`config.mk`:
```
export PLATFORM = sky130hd
export DESIGN_NAME = memory_address_sequencer_flat
export DESIGN_NICKNAME = d
export VERILOG_FILES = /design/src/rtl/constants.sv /design/src/rtl/mem_addr_pkg.sv /design/src/rtl/memory_address_sequencer_if.sv /design/src/rtl/address_source_select.sv /design/src/rtl/memory_address_sequencer.sv /design/src/flat_wrapper.sv
export SDC_FILE = /design/constraint.sdc
export NUM_CORES = 1
export LEC_CHECK = 0
export CAP_MARGIN = 5
export CORE_UTILIZATION = 42
export DETAILED_ROUTE_END_ITERATION = 7
export GPL_TIMING_DRIVEN = 0
export PLACE_DENSITY = 0.8
export SLEW_MARGIN = 0
export SYNTH_ARGS = -nofsm -noshare
export SYNTH_HDL_FRONTEND = slang
export SYNTH_HIERARCHICAL = 1
export SYNTH_SLANG_ARGS = --single-unit
```
`constraint.sdc`:
```
create_clock -name clock -period 2.1 [get_ports clock]
set_input_delay 0.315 -clock clock [delete_from_list [all_inputs] [get_ports clock]]
set_output_delay 0.315 -clock clock [all_outputs]
set_load 0.05 [all_outputs]
```
`src/rtl/constants.sv`:
```
// constants_pkg: control-unit state encodings shared by the processor datapath.
package constants_pkg;
  localparam logic [4:0] S_RESET         = 5'd0;
  localparam logic [4:0] S_FETCH_INSTR   = 5'd1;
  localparam logic [4:0] S_DECODE        = 5'd2;
  localparam logic [4:0] S_FETCH_MEMORY  = 5'd3;
  localparam logic [4:0] S_STORE_MEMORY  = 5'd4;
  localparam logic [4:0] S_ALU_OPERATION = 5'd5;
  localparam logic [4:0] S_TEMP_FETCH    = 5'd6;
  localparam logic [4:0] S_TEMP_STORE    = 5'd7;
  localparam logic [4:0] S_WRITEBACK     = 5'd8;
  localparam logic [4:0] S_BRANCH        = 5'd9;
  localparam logic [4:0] S_HALT          = 5'd10;
endpackage

```
`src/rtl/mem_addr_pkg.sv`:
```
// mem_addr_pkg: sequencer FSM states, address-source enum and state-to-source mapping.
package mem_addr_pkg;
  import constants_pkg::*;
  typedef enum logic [1:0] {IDLE = 2'd0, ACCESS = 2'd1, DONE = 2'd2} fsm_e;
  typedef enum logic {SRC_PC = 1'b0, SRC_MAR = 1'b1} src_e;
  function automatic src_e src_of(logic [4:0] s);
    return (s == S_FETCH_MEMORY || s == S_STORE_MEMORY || s == S_TEMP_FETCH || s == S_TEMP_STORE)
      ? SRC_MAR : SRC_PC;
  endfunction
endpackage

```
`src/rtl/memory_address_sequencer_if.sv`:
```
// memory_address_sequencer_if: control/memory-side bus of the address sequencer.
interface memory_address_sequencer_if #(
  parameter int ADDR_WIDTH = 16,
  parameter int MAX_BURST  = 4
);
  localparam int LW = $clog2(MAX_BURST + 1);
  localparam int BW = $clog2(MAX_BURST);
  logic [4:0]            state;
  logic [ADDR_WIDTH-1:0] pc_value;
  logic [ADDR_WIDTH-1:0] mar_value;
  logic                  access_start;
  logic [LW-1:0]         burst_len;
  logic                  mem_ready;
  logic [ADDR_WIDTH-1:0] address_bus;
  logic                  mem_req;
  logic                  busy;
  logic                  done;
  logic [BW-1:0]         beat_index;
  logic                  timeout_err;
  modport master (
    output state, pc_value, mar_value, access_start, burst_len, mem_ready,
    input  address_bus, mem_req, busy, done, beat_index, timeout_err
  );
  modport slave (
    input  state, pc_value, mar_value, access_start, burst_len, mem_ready,
    output address_bus, mem_req, busy, done, beat_index, timeout_err
  );
endinterface

```
`src/rtl/address_source_select.sv`:
```
// address_source_select: combinational control-state to address-source mux.
module address_source_select
  import mem_addr_pkg::*;
(
  input  logic [4:0] state_i,
  output src_e       src_o
);
  assign src_o = src_of(state_i);
endmodule

```
`src/rtl/memory_address_sequencer.sv`:
```
// memory_address_sequencer: registered PC/MAR address driver with ready handshake and bursts.
// Optional per-beat wait timeout enabled by defining MEM_TIMEOUT_EN.
module memory_address_sequencer
  import mem_addr_pkg::*;
#(
  parameter int ADDR_WIDTH     = 16,
  parameter int MAX_BURST      = 4,
  parameter int TIMEOUT_CYCLES = 15
) (
  input logic clock,
  input logic reset,
  memory_address_sequencer_if.slave bus
);
  localparam int LW = $clog2(MAX_BURST + 1);
  localparam int BW = $clog2(MAX_BURST);
  if (TIMEOUT_CYCLES < 1 || MAX_BURST < 2) begin : g_bad_cfg
    $error("memory_address_sequencer: unsupported TIMEOUT_CYCLES/MAX_BURST");
  end
  fsm_e                  fsm_q, fsm_d;
  logic [ADDR_WIDTH-1:0] addr_q, addr_d, base;
  logic [BW-1:0]         beat_q, beat_d, last_q, last_d, last_beat;
  logic                  tmo;
  src_e                  src;
  address_source_select u_src (.state_i(bus.state), .src_o(src));
  assign base = src == SRC_MAR ? bus.mar_value : bus.pc_value;
  // zero-length requests become one beat; oversize requests clamp to MAX_BURST
  assign last_beat = bus.burst_len == '0 ? '0
                   : bus.burst_len > LW'(MAX_BURST) ? BW'(MAX_BURST - 1)
                   : BW'(bus.burst_len - LW'(1));
  always_comb begin
    fsm_d  = fsm_q;
    addr_d = addr_q;
    beat_d = beat_q;
    last_d = last_q;
    case (fsm_q)
      IDLE: if (bus.access_start) begin
        fsm_d  = ACCESS;
        addr_d = base;
        beat_d = '0;
        last_d = last_beat;
      end
      ACCESS: if (bus.mem_ready && beat_q != last_q) begin
        addr_d = addr_q + ADDR_WIDTH'(1);
        beat_d = beat_q + BW'(1);
      end else if (bus.mem_ready || tmo) fsm_d = DONE;
      default: fsm_d = IDLE;
    endcase
  end
  always_ff @(posedge clock or posedge reset)
    if (reset) begin
      fsm_q  <= IDLE;
      addr_q <= '0;
      beat_q <= '0;
      last_q <= '0;
    end else begin
      fsm_q  <= fsm_d;
      addr_q <= addr_d;
      beat_q <= beat_d;
      last_q <= last_d;
    end
`ifdef MEM_TIMEOUT_EN
  localparam int WW = $clog2(TIMEOUT_CYCLES + 1);
  logic [WW-1:0] wait_q, wait_d;
  logic          terr_q, terr_d, stall;
  assign stall  = fsm_q == ACCESS && !bus.mem_ready;
  assign tmo    = stall && wait_q == WW'(TIMEOUT_CYCLES - 1);
  assign wait_d = stall ? wait_q + WW'(1) : '0;
  assign terr_d = fsm_q == IDLE && bus.access_start ? 1'b0 : tmo ? 1'b1 : terr_q;
  always_ff @(posedge clock or posedge reset)
    if (reset) begin
      wait_q <= '0;
      terr_q <= 1'b0;
    end else begin
      wait_q <= wait_d;
      terr_q <= terr_d;
    end
  assign bus.timeout_err = terr_q;
`else
  assign tmo             = 1'b0;
  assign bus.timeout_err = 1'b0;
`endif
  assign bus.address_bus = addr_q;
  assign bus.mem_req     = fsm_q == ACCESS;
  assign bus.busy        = fsm_q != IDLE;
  assign bus.done        = fsm_q == DONE;
  assign bus.beat_index  = beat_q;
endmodule

```
`src/flat_wrapper.sv`:
```
// flat-port wrapper written by rule: the top's interface ports become plain ports
module memory_address_sequencer_flat import mem_addr_pkg::*;
#(
  parameter int ADDR_WIDTH     = 16,
  parameter int MAX_BURST      = 4,
  parameter int TIMEOUT_CYCLES = 15
)
  (clock, reset, bus_state, bus_pc_value, bus_mar_value, bus_access_start, bus_burst_len, bus_mem_ready, bus_address_bus, bus_mem_req, bus_busy, bus_done, bus_beat_index, bus_timeout_err);
  memory_address_sequencer_if #(.ADDR_WIDTH(ADDR_WIDTH), .MAX_BURST(MAX_BURST)) bus_i ();
  input logic clock;
  input logic reset;
  input wire logic [$bits(bus_i.state)-1:0] bus_state;
  input wire logic [$bits(bus_i.pc_value)-1:0] bus_pc_value;
  input wire logic [$bits(bus_i.mar_value)-1:0] bus_mar_value;
  input wire logic [$bits(bus_i.access_start)-1:0] bus_access_start;
  input wire logic [$bits(bus_i.burst_len)-1:0] bus_burst_len;
  input wire logic [$bits(bus_i.mem_ready)-1:0] bus_mem_ready;
  output wire logic [$bits(bus_i.address_bus)-1:0] bus_address_bus;
  output wire logic [$bits(bus_i.mem_req)-1:0] bus_mem_req;
  output wire logic [$bits(bus_i.busy)-1:0] bus_busy;
  output wire logic [$bits(bus_i.done)-1:0] bus_done;
  output wire logic [$bits(bus_i.beat_index)-1:0] bus_beat_index;
  output wire logic [$bits(bus_i.timeout_err)-1:0] bus_timeout_err;
  assign bus_i.state = bus_state;
  assign bus_i.pc_value = bus_pc_value;
  assign bus_i.mar_value = bus_mar_value;
  assign bus_i.access_start = bus_access_start;
  assign bus_i.burst_len = bus_burst_len;
  assign bus_i.mem_ready = bus_mem_ready;
  assign bus_address_bus = bus_i.address_bus;
  assign bus_mem_req = bus_i.mem_req;
  assign bus_busy = bus_i.busy;
  assign bus_done = bus_i.done;
  assign bus_beat_index = bus_i.beat_index;
  assign bus_timeout_err = bus_i.timeout_err;
  memory_address_sequencer #(.ADDR_WIDTH(ADDR_WIDTH), .MAX_BURST(MAX_BURST), .TIMEOUT_CYCLES(TIMEOUT_CYCLES)) u_core (.clock(clock), .reset(reset), .bus(bus_i));
endmodule
```
# After elaboration in Yosys (flattened, before gate mapping)
# Cells that the tools add are included.
dict set report classes {
  muxes 14
  magnitude_cmp 1
  n_eq_ne 11
  addsub 3
  reduce_logical 11
}
# operator n
set ops {}
lappend ops {{2-to-1 mux 16 bit} 3}
lappend ops {{case mux 16 bit (2 select lines)} 1}
lappend ops {{adder 16 x 1 -> 16 bit (second input constant)} 1}
lappend ops {{== test 5 x 3 -> 1 bit (second input constant)} 3}
lappend ops {{2-to-1 mux 2 bit} 7}
lappend ops {{case mux 2 bit (2 select lines)} 2}
lappend ops {{!= test 2 bit (second input constant)} 3}
lappend ops {{AND reduction 3 bit} 2}
lappend ops {{== test 5 x 2 -> 1 bit (second input constant)} 1}
lappend ops {{nonzero test 2 bit} 2}
lappend ops {{> comparator 3 bit (second input constant)} 1}
lappend ops {{zero test 3 bit} 1}
lappend ops {{logical OR 1 bit} 3}
lappend ops {{adder 2 x 1 -> 2 bit (second input constant)} 1}
lappend ops {{== test 2 x 1 -> 1 bit (second input constant)} 1}
lappend ops {{== test 2 bit (second input constant)} 1}
lappend ops {{zero test 2 bit} 1}
lappend ops {{!= test 2 x 1 -> 1 bit (second input constant)} 1}
lappend ops {{!= test 2 bit} 1}
lappend ops {{AND reduction 2 bit} 1}
lappend ops {{subtractor 2 x 1 -> 2 bit (second input constant)} 1}
lappend ops {{logical AND 1 bit} 1}
lappend ops {{2-to-1 mux 1 bit} 1}
dict set report totals {
  input_bits 44
  out_inout_bits 22
  wordCells 44
  ff_bits 22
}

# Longest topological paths before layout
# Gate-level depths: netlist (run 1).
dict set report logic_depth {
  depth_word 8
  depth_mapped 8
  depth_no_buf 6
}

# Hierarchy
# Netlist (run 1), hierarchy kept.
# module seq_area_each_um2 area_per_inst_um2 cells_per_inst n_inst
set by_module_without_submodules {}
lappend by_module_without_submodules {memory_address_sequencer 550.5 1502.7 171 1}
lappend by_module_without_submodules {address_source_select 0.0 20.0 2 1}

# Worst setup path after synthesis (run 1)
# OpenSTA, ideal clock, no wires.
dict set report synth_timing {
  path_type {reg-to-reg}
  start {register u_core.addr_q[0], in the netlist u_core/bus.address_bus[0]}
  end {register u_core.addr_q[14], in the netlist u_core/bus.address_bus[14]}
  arrival_ps 1906
  stages_incl_launch_ff 7
  setup_slack_ps 117
  period_less_slack_ps 1983
  n_path_buf 0
  required_ps 2023
  path_cell_list {dfrtp_1 > ha_1 > nand4_1 > nor2_1 > nand3_1 > o32a_1 > o21ai_1}
}
dict set report synth_via {
  elab_chain_len 3
}
# element line_no
set synth_lines {}
lappend synth_lines {{start: declaration} memory_address_sequencer.sv:20} ;# logic [ADDR_WIDTH-1:0] addr_q, addr_d, base;
lappend synth_lines {{start signal: assignment} memory_address_sequencer.sv:57} ;# addr_q <= addr_d;
lappend synth_lines {{adder 16 x 1 -> 16 bit} memory_address_sequencer.sv:43} ;# addr_d = addr_q + ADDR_WIDTH'(1);
lappend synth_lines {{2-to-1 mux 16 bit} memory_address_sequencer.sv:42} ;# ACCESS: if (bus.mem_ready && beat_q != last_q) begin
lappend synth_lines {{case mux 16 bit (2 select lines)} memory_address_sequencer.sv:35} ;# case (fsm_q)
# No other way between the ends. The select of a mux whose other input is x is not followed.
# A chain may end at the register's enable or synchronous reset.

# Final worst setup path (run 1)
dict set report layout_timing {
  start {register u_core.fsm_q[0]}
  end {output bus_done}
}
dict set report layout_via {
  elab_chain_len 1
}
# element line_no
set layout_lines {}
lappend layout_lines {{start: declaration} memory_address_sequencer.sv:19} ;# fsm_e fsm_q, fsm_d;
lappend layout_lines {{start signal: assignment} memory_address_sequencer.sv:56} ;# fsm_q <= fsm_d;
lappend layout_lines {{== test 2 bit} memory_address_sequencer.sv:85} ;# assign bus.done = fsm_q == DONE;
lappend layout_lines {{end: declaration} flat_wrapper.sv:21} ;# output wire logic [$bits(bus_i.done)-1:0] bus_done;
# No other way between the ends.

==> results of run 1 <==
-- power groups by stage --
stage | registers [mW] | logic [mW] | clock network [mW]
2_1_floorplan | 1.41 | 1.08 | 0
3_3_place_gp | 0.879 | 2.33 | 0
3_5_place_dp | 0.894 | 2.35 | 0
4_1_cts | 0.886 | 2.36 | 0.199
5_1_grt | 0.930 | 2.50 | 0.217
6_report | 0.890 | 2.36 | 0.189
-- cell families (layout without fill, tap and decap cells) --
kind of cell,after synthesis,after routing,synth area share (%)
AND/OR/NAND/NOR,60,60,22.35
AO/OA/AOI/OAI,56,56,23.67
flip-flops,22,22,36.15
buffers and inverters,17,84,6.162
multiplexers,13,13,8.628
adder cells (fa/ha/maj),2,2,1.643
XOR/XNOR,2,2,1.151
other,1,1,0.2463
-- path summary, 6_finish.rpt --
check / start / slack, ns / cells past startpoint / to
min reg2reg: u_core/last_q[1]$_DFFE_PP0P_ / 0.53 / 2 / u_core/last_q[1]$_DFFE_PP0P_
max reg2reg: u_core/bus.address_bus[0]$_DFFE_PP0P_ / 0.20 / 6 / u_core/bus.address_bus[14]$_DFFE_PP0P_
min in group clock: u_core/last_q[1]$_DFFE_PP0P_ / 0.53 / 2 / u_core/last_q[1]$_DFFE_PP0P_
max: u_core/fsm_q[0]$_DFFE_PP0P_ / 0.11 / 2 / bus_done
max in group asynchronous: reset / 1.08 / 2 / u_core/bus.address_bus[2]$_DFFE_PP0P_
min: reset / 0.48 / 2 / u_core/bus.address_bus[13]$_DFFE_PP0P_
-- worst max-delay path: cells and delay by family (launching register included) --
kind	cells	cell delay, ns
simple gates	1	0.12
buf+inv	1	0.80
flops	1	0.45
-- metal layers --
metal / vias to the layer above / share of wire, %
li1: 778 / -
met1: 745 / 42
met2: 78 / 48
met3: 10 / 8.1
met4: 0 / 2.0
met5: - / 0
-- state kept, by name, summed over array words and instances, names as in the netlist --
register / flops
u_core/bus.address_bus: 16
u_core/bus.beat_index: 2
u_core/fsm_q: 2
u_core/last_q: 2
-- cell type report --
class,count,share of cell area (%)
Timing Repair Buffer,64,28.34
Tap cell,46,2.571
Multi-Input combinational cell,134,39.24
Buffer,9,2.907
Clock buffer,3,1.006
Sequential cell,22,24.59
Inverter,8,1.342
-- layout by cell type (no fill, tap or decap), drive strengths merged, types with 2 or more instances in the layout --
cell | netlist | final
a211oi | 5 | 5
a21oi | 17 | 17
a2bb2oi | 3 | 3
a31oi | 3 | 3
and3 | 2 | 2
buf | 7 | 8
clkbuf | 1 | 4
clkdlybuf4s50 | 0 | 62
dfrtp | 22 | 22
ha | 2 | 2
inv | 8 | 8
mux2i | 12 | 12
nand2 | 14 | 14
nand3 | 10 | 10
nand4 | 3 | 3
nor2 | 16 | 16
nor2b | 4 | 4
nor3 | 5 | 5
o211a | 2 | 2
o211ai | 2 | 2
o21ai | 13 | 13
o22a | 3 | 3
o22ai | 2 | 2
xor2 | 2 | 2
-- through the flow --
| stage | power (mW) | std cells |
|---|---|---|
| floorplan | 2.496 | 173 |
| global placement | 3.205 | 283 |
| detailed placement | 3.247 | 283 |
| CTS | 3.443 | 286 |
| global route | 3.648 | 286 |
| finish | 3.434 | 286 |
-- repair_timing --
item / 4_1_cts / 5_1_grt
hold endpoints to repair: 0 / 0
endpoints found under the setup margin: 2 / 1
gates resized for setup: 6 / 1
gates cloned: 0 / 0
==> flow_summary.html, run 1 <==
<table>
<tr><th>Metric</th><th>Value</th></tr>
<tr><th colspan="2">STA</th></tr>
<tr><td>Ratio of final minimum period to clock period</td><td>between 90% and 100%</td></tr>
<tr><td>RSZ-0062 raised after global routing</td><td>false</td></tr>
<tr><td>Relative max-transition margin</td><td>a little over two fifths</td></tr>
<tr><td>Hold Fails Final Rpt</td><td>0</td></tr>
<tr><td>Fmax</td><td>around 0.50 GHz</td></tr>
<tr><td>Clock tree skew after final layout</td><td>0.01070 ns</td></tr>
<tr><td>Final slew viol count</td><td>0</td></tr>
<tr><td>Final setup violation count</td><td>0</td></tr>
<tr><td>Worst hold slack after final layout</td><td>0.4828 ns</td></tr>
<tr><td>Final setup TNS</td><td>0 ns</td></tr>
<tr><td>Final Critical Period</td><td>about 2 ns</td></tr>
<tr><td>Worst setup slack after layout</td><td>around 0.11 ns</td></tr>
<tr><td>Actual transition at the worst max-transition pin</td><td>between 0.8 and 0.9 ns</td></tr>
<tr><th colspan="2">CTS</th></tr>
<tr><td>Latest clock arrival within the worst-skew pair</td><td>roughly 0.30 ns</td></tr>
<tr><td>Quantity of hold-fixing buffers added after cts</td><td>0</td></tr>
<tr><td>Number of H-tree branching levels</td><td>1</td></tr>
<tr><td>Number of CTS-inserted buffers</td><td>3</td></tr>
<tr><td>Clock root buffer</td><td>sky130_fd_sc_hd__clkbuf_4</td></tr>
<tr><td>TritonCTS clock tree</td><td>built</td></tr>
<tr><td>Sink Count</td><td>22</td></tr>
<tr><td>Maximum count of clock buffers along a single path</td><td>2</td></tr>
<tr><td>Number of buffers added for setup after CTS</td><td>0</td></tr>
<tr><td>Worst-path clk slew</td><td>0.12 ns</td></tr>
<tr><th colspan="2">Logic synthesis</th></tr>
<tr><td>Share of async-settable or async-resettable flops after synthesis</td><td>100.0%</td></tr>
<tr><td>Dominant cells by area after synthesis</td><td>sky130_fd_sc_hd__dfrtp_1 (36%), sky130_fd_sc_hd__mux2i_1 (7.9%), sky130_fd_sc_hd__a21oi_1 (5.6%), sky130_fd_sc_hd__o21ai_0 (3.9%), sky130_fd_sc_hd__nor2_1 (3.5%)</td></tr>
<tr><td>Most instantiated library cell after synthesis</td><td>sky130_fd_sc_hd__dfrtp_1</td></tr>
<tr><td>Share of synthesized area occupied by flip-flops and latches</td><td>between 30 and 40%</td></tr>
<tr><td>Count of flip-flops with a built-in enable after synthesis</td><td>0</td></tr>
<tr><td>Area of the mapped netlist</td><td>approximately 1500 µm²</td></tr>
<tr><td>Share of Yosys cell area claimed by the top area cell type</td><td>36.15%</td></tr>
<tr><td>Cell type with the highest aggregate area in the netlist</td><td>sky130_fd_sc_hd__dfrtp_1</td></tr>
<tr><td>Most used flip-flop cell after synthesis</td><td>sky130_fd_sc_hd__dfrtp_1</td></tr>
<tr><td>Mean Syn Cell Area</td><td>8.802 µm²</td></tr>
<tr><td>Top cells by instance count after synthesis</td><td>sky130_fd_sc_hd__dfrtp_1 (22), sky130_fd_sc_hd__a21oi_1 (17), sky130_fd_sc_hd__nor2_1 (14)</td></tr>
<tr><td>Number of warnings printed during yosys synthesis</td><td>6</td></tr>
<tr><td>Gate count of the mapped netlist</td><td>between 150 and 200</td></tr>
<tr><td>Net count after synthesis</td><td>about 220</td></tr>
<tr><td>Flop and latch count out of synthesis</td><td>22</td></tr>
<tr><td>Number of unique standard cell types used by synthesis</td><td>47</td></tr>
<tr><th colspan="2">GRT</th></tr>
<tr><td>Number of antenna violations at the first check in global routing</td><td>0</td></tr>
<tr><td>Most crowded layer after global routing</td><td>met2</td></tr>
<tr><td>Global route total overflow</td><td>0</td></tr>
<tr><td>Met3 usage</td><td>about 3.5%</td></tr>
<tr><td>Met1 GRT Util</td><td>30.08%</td></tr>
<tr><td>Total routing usage reported by global routing</td><td>between 20% and 30%</td></tr>
<tr><td>Number of global-route vias before repair</td><td>1,558</td></tr>
<tr><td>Met2 demand-to-capacity share in global routing</td><td>just under 40%</td></tr>
<tr><td>First-pass GRT wire length</td><td>between 7000 and 8000 µm</td></tr>
<tr><td>Maximum number of pins on one net before global-route repair</td><td>23</td></tr>
<tr><th colspan="2">Worst setup path</th></tr>
<tr><td>Required arrival time at the worst endpoint</td><td>1.78 ns</td></tr>
<tr><td>Path type of the worst setup path</td><td>flip-flop to output pin</td></tr>
<tr><td>Worst EP arrival</td><td>1.67 ns</td></tr>
<tr><td>Crit path cell chain</td><td>nor2b_1 &gt; clkdlybuf4s50_1</td></tr>
<tr><td>Biggest cell delay along the critical path</td><td>around 0.80 ns</td></tr>
<tr><td>CP Max Fanout</td><td>4</td></tr>
<tr><td>Crit path launch type</td><td>flip-flop</td></tr>
<tr><td>Critical path's slowest cell</td><td>sky130_fd_sc_hd__clkdlybuf4s50_1</td></tr>
<tr><td>Crit. End Element</td><td>output pin</td></tr>
<tr><th colspan="2">Place</th></tr>
<tr><td>RD Place Congestion</td><td>~0.8</td></tr>
<tr><td>DP Wirelength</td><td>around 3200 µm</td></tr>
<tr><td>DP Area</td><td>2221 µm²</td></tr>
<tr><td>Pre-CTS setup slack</td><td>-0.3257 ns</td></tr>
<tr><td>Buffers on Ports</td><td>between 60 and 70</td></tr>
<tr><th colspan="2">Final layout</th></tr>
<tr><td>Reg area</td><td>around 550 µm²</td></tr>
<tr><td>Utilization after layout</td><td>between 60 and 70%</td></tr>
<tr><td>Diodes inserted</td><td>0</td></tr>
<tr><td>Proportion of layout cells with a drive suffix above 1</td><td>8.750%</td></tr>
<tr><td>Layout overhead on the synthesized area</td><td>47.00%</td></tr>
<tr><td>Layout Nets</td><td>between 200 and 300</td></tr>
<tr><td>Fill cell instance count of the final layout</td><td>330</td></tr>
<tr><td>Final cell area excluding filler cells</td><td>about 2200 µm²</td></tr>
<tr><td>Area occupied by multi-input gates</td><td>878.3 µm²</td></tr>
<tr><th colspan="2">Pwr</th></tr>
<tr><td>Power Dens Cells</td><td>roughly 1500 nW/µm²</td></tr>
<tr><td>Clock group share of total power</td><td>about 5.5%</td></tr>
<tr><td>Worst-case vdd ir drop</td><td>about 0.00088 V</td></tr>
<tr><td>Static Leak</td><td>between 0.9 and 1 nW</td></tr>
<tr><td>Combinational power share</td><td>between 60% and 70%</td></tr>
<tr><td>Internal power consumption</td><td>about 1.6 mW</td></tr>
<tr><td>Sequential cell fraction of total power</td><td>25.9%</td></tr>
<tr><td>Switching Fraction</td><td>54.76%</td></tr>
<tr><td>Switching power total</td><td>1.881 mW</td></tr>
<tr><th colspan="2">Route</th></tr>
<tr><td>Number of DRC markers in iteration 0</td><td>88</td></tr>
<tr><td>Number of detailed-route iterations in the first pass</td><td>4</td></tr>
<tr><td>Post-route DRC violation count</td><td>0</td></tr>
<tr><td>Detail-routed net length per standard cell</td><td>around 15 µm</td></tr>
<tr><td>Routed Antenna Nets</td><td>0</td></tr>
<tr><td>Total wire length after detailed routing</td><td>roughly 4300 µm</td></tr>
<tr><td>Via total after detailed routing</td><td>1,611</td></tr>
<tr><td>Vias per inst</td><td>approximately 5.6</td></tr>
<tr><th colspan="2">Floorplan</th></tr>
<tr><td>Count of pins on the block boundary</td><td>66</td></tr>
<tr><td>Effective utilization at floorplan</td><td>between 40% and 50%</td></tr>
<tr><td>Floorplan die height</td><td>about 62 µm</td></tr>
<tr><td>Die Span X</td><td>62.21 µm</td></tr>
<tr><td>Core box area</td><td>~3400 µm²</td></tr>
<tr><td>Row count</td><td>21</td></tr>
<tr><td>Total die area</td><td>between 3000 and 4000 µm²</td></tr>
<tr><th colspan="2">Hold path</th></tr>
<tr><td>Hold Crit Class</td><td>input pin to asynchronous set/reset pin</td></tr>
<tr><th colspan="2">Run status</th></tr>
<tr><td>Status</td><td>completed</td></tr>
<tr><th colspan="2">Job</th></tr>
<tr><td>Maxcap violations</td><td>0</td></tr>
</table>
Note: power is estimated with default switching activity, not from simulation.
==> run 2: changes to the inputs <==
CTS_CLUSTER_SIZE = 28   (was not set)
==> results of run 2 <==
Final layout, timing and power as in run 1 (identical DEF).
==> variant (settings of run 1) <==
`ADDR_WIDTH` is set to 16 in 3 places; all go to 15.
--- a/src/rtl/memory_address_sequencer_if.sv
+++ b/src/rtl/memory_address_sequencer_if.sv
@@ -1,6 +1,6 @@
 // memory_address_sequencer_if: control/memory-side bus of the address sequencer.
 interface memory_address_sequencer_if #(
-  parameter int ADDR_WIDTH = 16,
+  parameter int ADDR_WIDTH = 15,
   parameter int MAX_BURST  = 4
 );
   localparam int LW = $clog2(MAX_BURST + 1);
--- a/src/rtl/memory_address_sequencer.sv
+++ b/src/rtl/memory_address_sequencer.sv
@@ -3,7 +3,7 @@
 module memory_address_sequencer
   import mem_addr_pkg::*;
 #(
-  parameter int ADDR_WIDTH     = 16,
+  parameter int ADDR_WIDTH     = 15,
   parameter int MAX_BURST      = 4,
   parameter int TIMEOUT_CYCLES = 15
 ) (
--- a/src/flat_wrapper.sv
+++ b/src/flat_wrapper.sv
@@ -1,7 +1,7 @@
 // flat-port wrapper written by rule: the top's interface ports become plain ports
 module memory_address_sequencer_flat import mem_addr_pkg::*;
 #(
-  parameter int ADDR_WIDTH     = 16,
+  parameter int ADDR_WIDTH     = 15,
   parameter int MAX_BURST      = 4,
   parameter int TIMEOUT_CYCLES = 15
 )
Ports: changed (resized bus_address_bus, bus_mar_value and bus_pc_value); port bits go from 66 to 63. No check against the original RTL was run, so the function may have changed too.
==> variant against run 1 <==
Setup slack got worse by 0.0031 ns; clock power rose by 7%; synthesized area fell by 3.4%; critical path depth rose by 4; final area fell by 3.2%; total power fell by 5.1%; sequential cell count fell by 1; routed wire length fell by 4.3%.
==> variant: results (changes against run 1) <==
outcome=finished clean (unchanged); antenna violations before repair=0 (unchanged); Synth Area in Adders=1.70% (was 1.64%); Worst slew margin=44.1% (was 41.6%); Synth Area in Compound Gates=20.8% (was 23.7%); Async SR Flop Fraction=100% (unchanged); Clock Root Buffer=clkbuf_4 (unchanged); CTS Buf Count=3 (unchanged); CTS clk-pin slew, worst paths=0.12 ns (about the same); initial DRC count=88 (unchanged); final hold violation count=0 (unchanged); H-tree Lvls=1 (unchanged); Crit path max-delay family=simple AND/OR/NAND/NOR gates (was buffers and inverters); critical path's slowest cell=dfrtp_1 (was clkdlybuf4s50_1); worst hold path type=in2async (unchanged); worst clock skew=0.000816 ns (was 0.0107 ns); ANT cells=0 (unchanged); Distinct cells, synth=49 (was 47); arrival time worst endpoint=2.24 ns (was 1.67 ns); post-synthesis mux area share=8.93% (was 8.63%); via/cell ratio=5.64 (was 5.63); sequential share of the synthesized area=35.7% (was 36.2%); GRT Total Usage=23.6% (was 23.2%); largest net degree at the start of global routing=22 (was 23); Max FO, Critical Path=7 (was 4); Buffers on Ports=61 (was 64); Clock Tree Buf Depth=2 (unchanged); WL per Instance=14.8 um (was 15.2 um); Post-synth top cells=dfrtp_1 (21), nand3_1 (13), nor2_1 (13) (was dfrtp_1 (22), a21oi_1 (17), nor2_1 (14)); GPL Wtd Cong=0.853 (was 0.819); syn_nets=214 (was 219); first-pass GRT wire length=6470 um (was 7120 um); crit-path max cell delay=0.46 ns (was 0.80 ns); Ys Warns=6 (unchanged); Area contributors post-synth=dfrtp_1 (36%), mux2i_1 (8.2%), nand3_1 (4.4%) (was dfrtp_1 (36%), mux2i_1 (7.9%), a21oi_1 (5.6%)); Net Switching=0.00177 W (was 0.00188 W); vias in the first global route=1398 (was 1558); Critical Path Source Type=flip-flop (unchanged); XOR/XNOR Fraction of Synth Area=1.19% (was 1.15%); detailed-placement wirelength estimate=2980 um (was 3230 um); max reg flops=15 (was 16); Lkg Pwr=0.867 nW (was 0.922 nW); Pre-antenna DRT Iters=4 (unchanged); clock latency on the worst-skew pair=just over 0.3 ns; Final setup viols=0 (unchanged); layout cells sized above 1=6.41% (was 8.75%); pre-CTS WS=-0.251 ns (was -0.326 ns); VDD IR-drop max=913 uV (was 883 uV); Final nets=279 (was 288)
-- variant: layout make-up --
cell class / instances / area (um^2)
multi-input cells: 129 / 856
plain buffers: 12 / 60.1
inverters: 7 / 26.3
repair buffers: 61 / 614
clock buffers: 4 / 26.3
fillers: 306 / 1170
well taps: 46 / 57.6
flip-flops and latches: 21 / 526
-- variant: timing repair --
action | in CTS | in global routing
buffers inserted | 0 | 0
setup endpoints to repair | 1 | 1
resized for setup | 3 | 1
-- variant: metrics by stage --
step | cell area (um^2) | utilization (%) | cells
detailed placement | 2140 | 64.1 | 277
CTS | 2160 | 64.8 | 280
finish | 2170 | 64.9 | 280
global placement | 2140 | 64.1 | 277
global route | 2170 | 64.9 | 280
floorplan | 1470 | - | 170
-- variant: metal layers --
metal	GRT usage (%)	vias to the layer above	wire length, um
met2	37.7	52	1840
met3	2.94	2	256
met5	0	-	0
li1	-	774	-
met4	8.77	0	19
met1	32.9	751	2030
-- variant: final timing paths --
check,end,slack [ns],depth (start not counted)
max in group asynchronous,u_core/bus.address_bus[5],1.13,2
hold reg to reg,u_core/last_q[1],0.51,2
min in group clock,u_core/last_q[1],0.51,2
setup / recovery,u_core/bus.address_bus[14],0.11,6
setup reg to reg,u_core/bus.address_bus[14],0.11,6
hold / removal,u_core/bus.beat_index[1],0.46,2
-- variant: kinds of logic (layout without fill, tap and decap cells) --
logic type / after synthesis / count (layout)
AO/OA/AOI/OAI: 42 / 42
XOR/XNOR: 2 / 2
adder cells (fa/ha/maj): 2 / 2
buffers and inverters: 20 / 84
flip-flops: 21 / 21
multiplexers: 13 / 13
other: 1 / 1
AND/OR/NAND/NOR: 69 / 69
-- variant: power by group through the flow --
| stage | Clock, W | Combinational (W) | Sequential (W) |
|---|---|---|---|
| floorplan | 0 | 0.00100 | 0.00134 |
| global placement | 0 | 0.00217 | 0.000859 |
| detailed placement | 0 | 0.00219 | 0.000865 |
| CTS | 0.000209 | 0.00218 | 0.000857 |
| global route | 0.000225 | 0.00234 | 0.000903 |
| finish | 0.000203 | 0.00219 | 0.000863 |
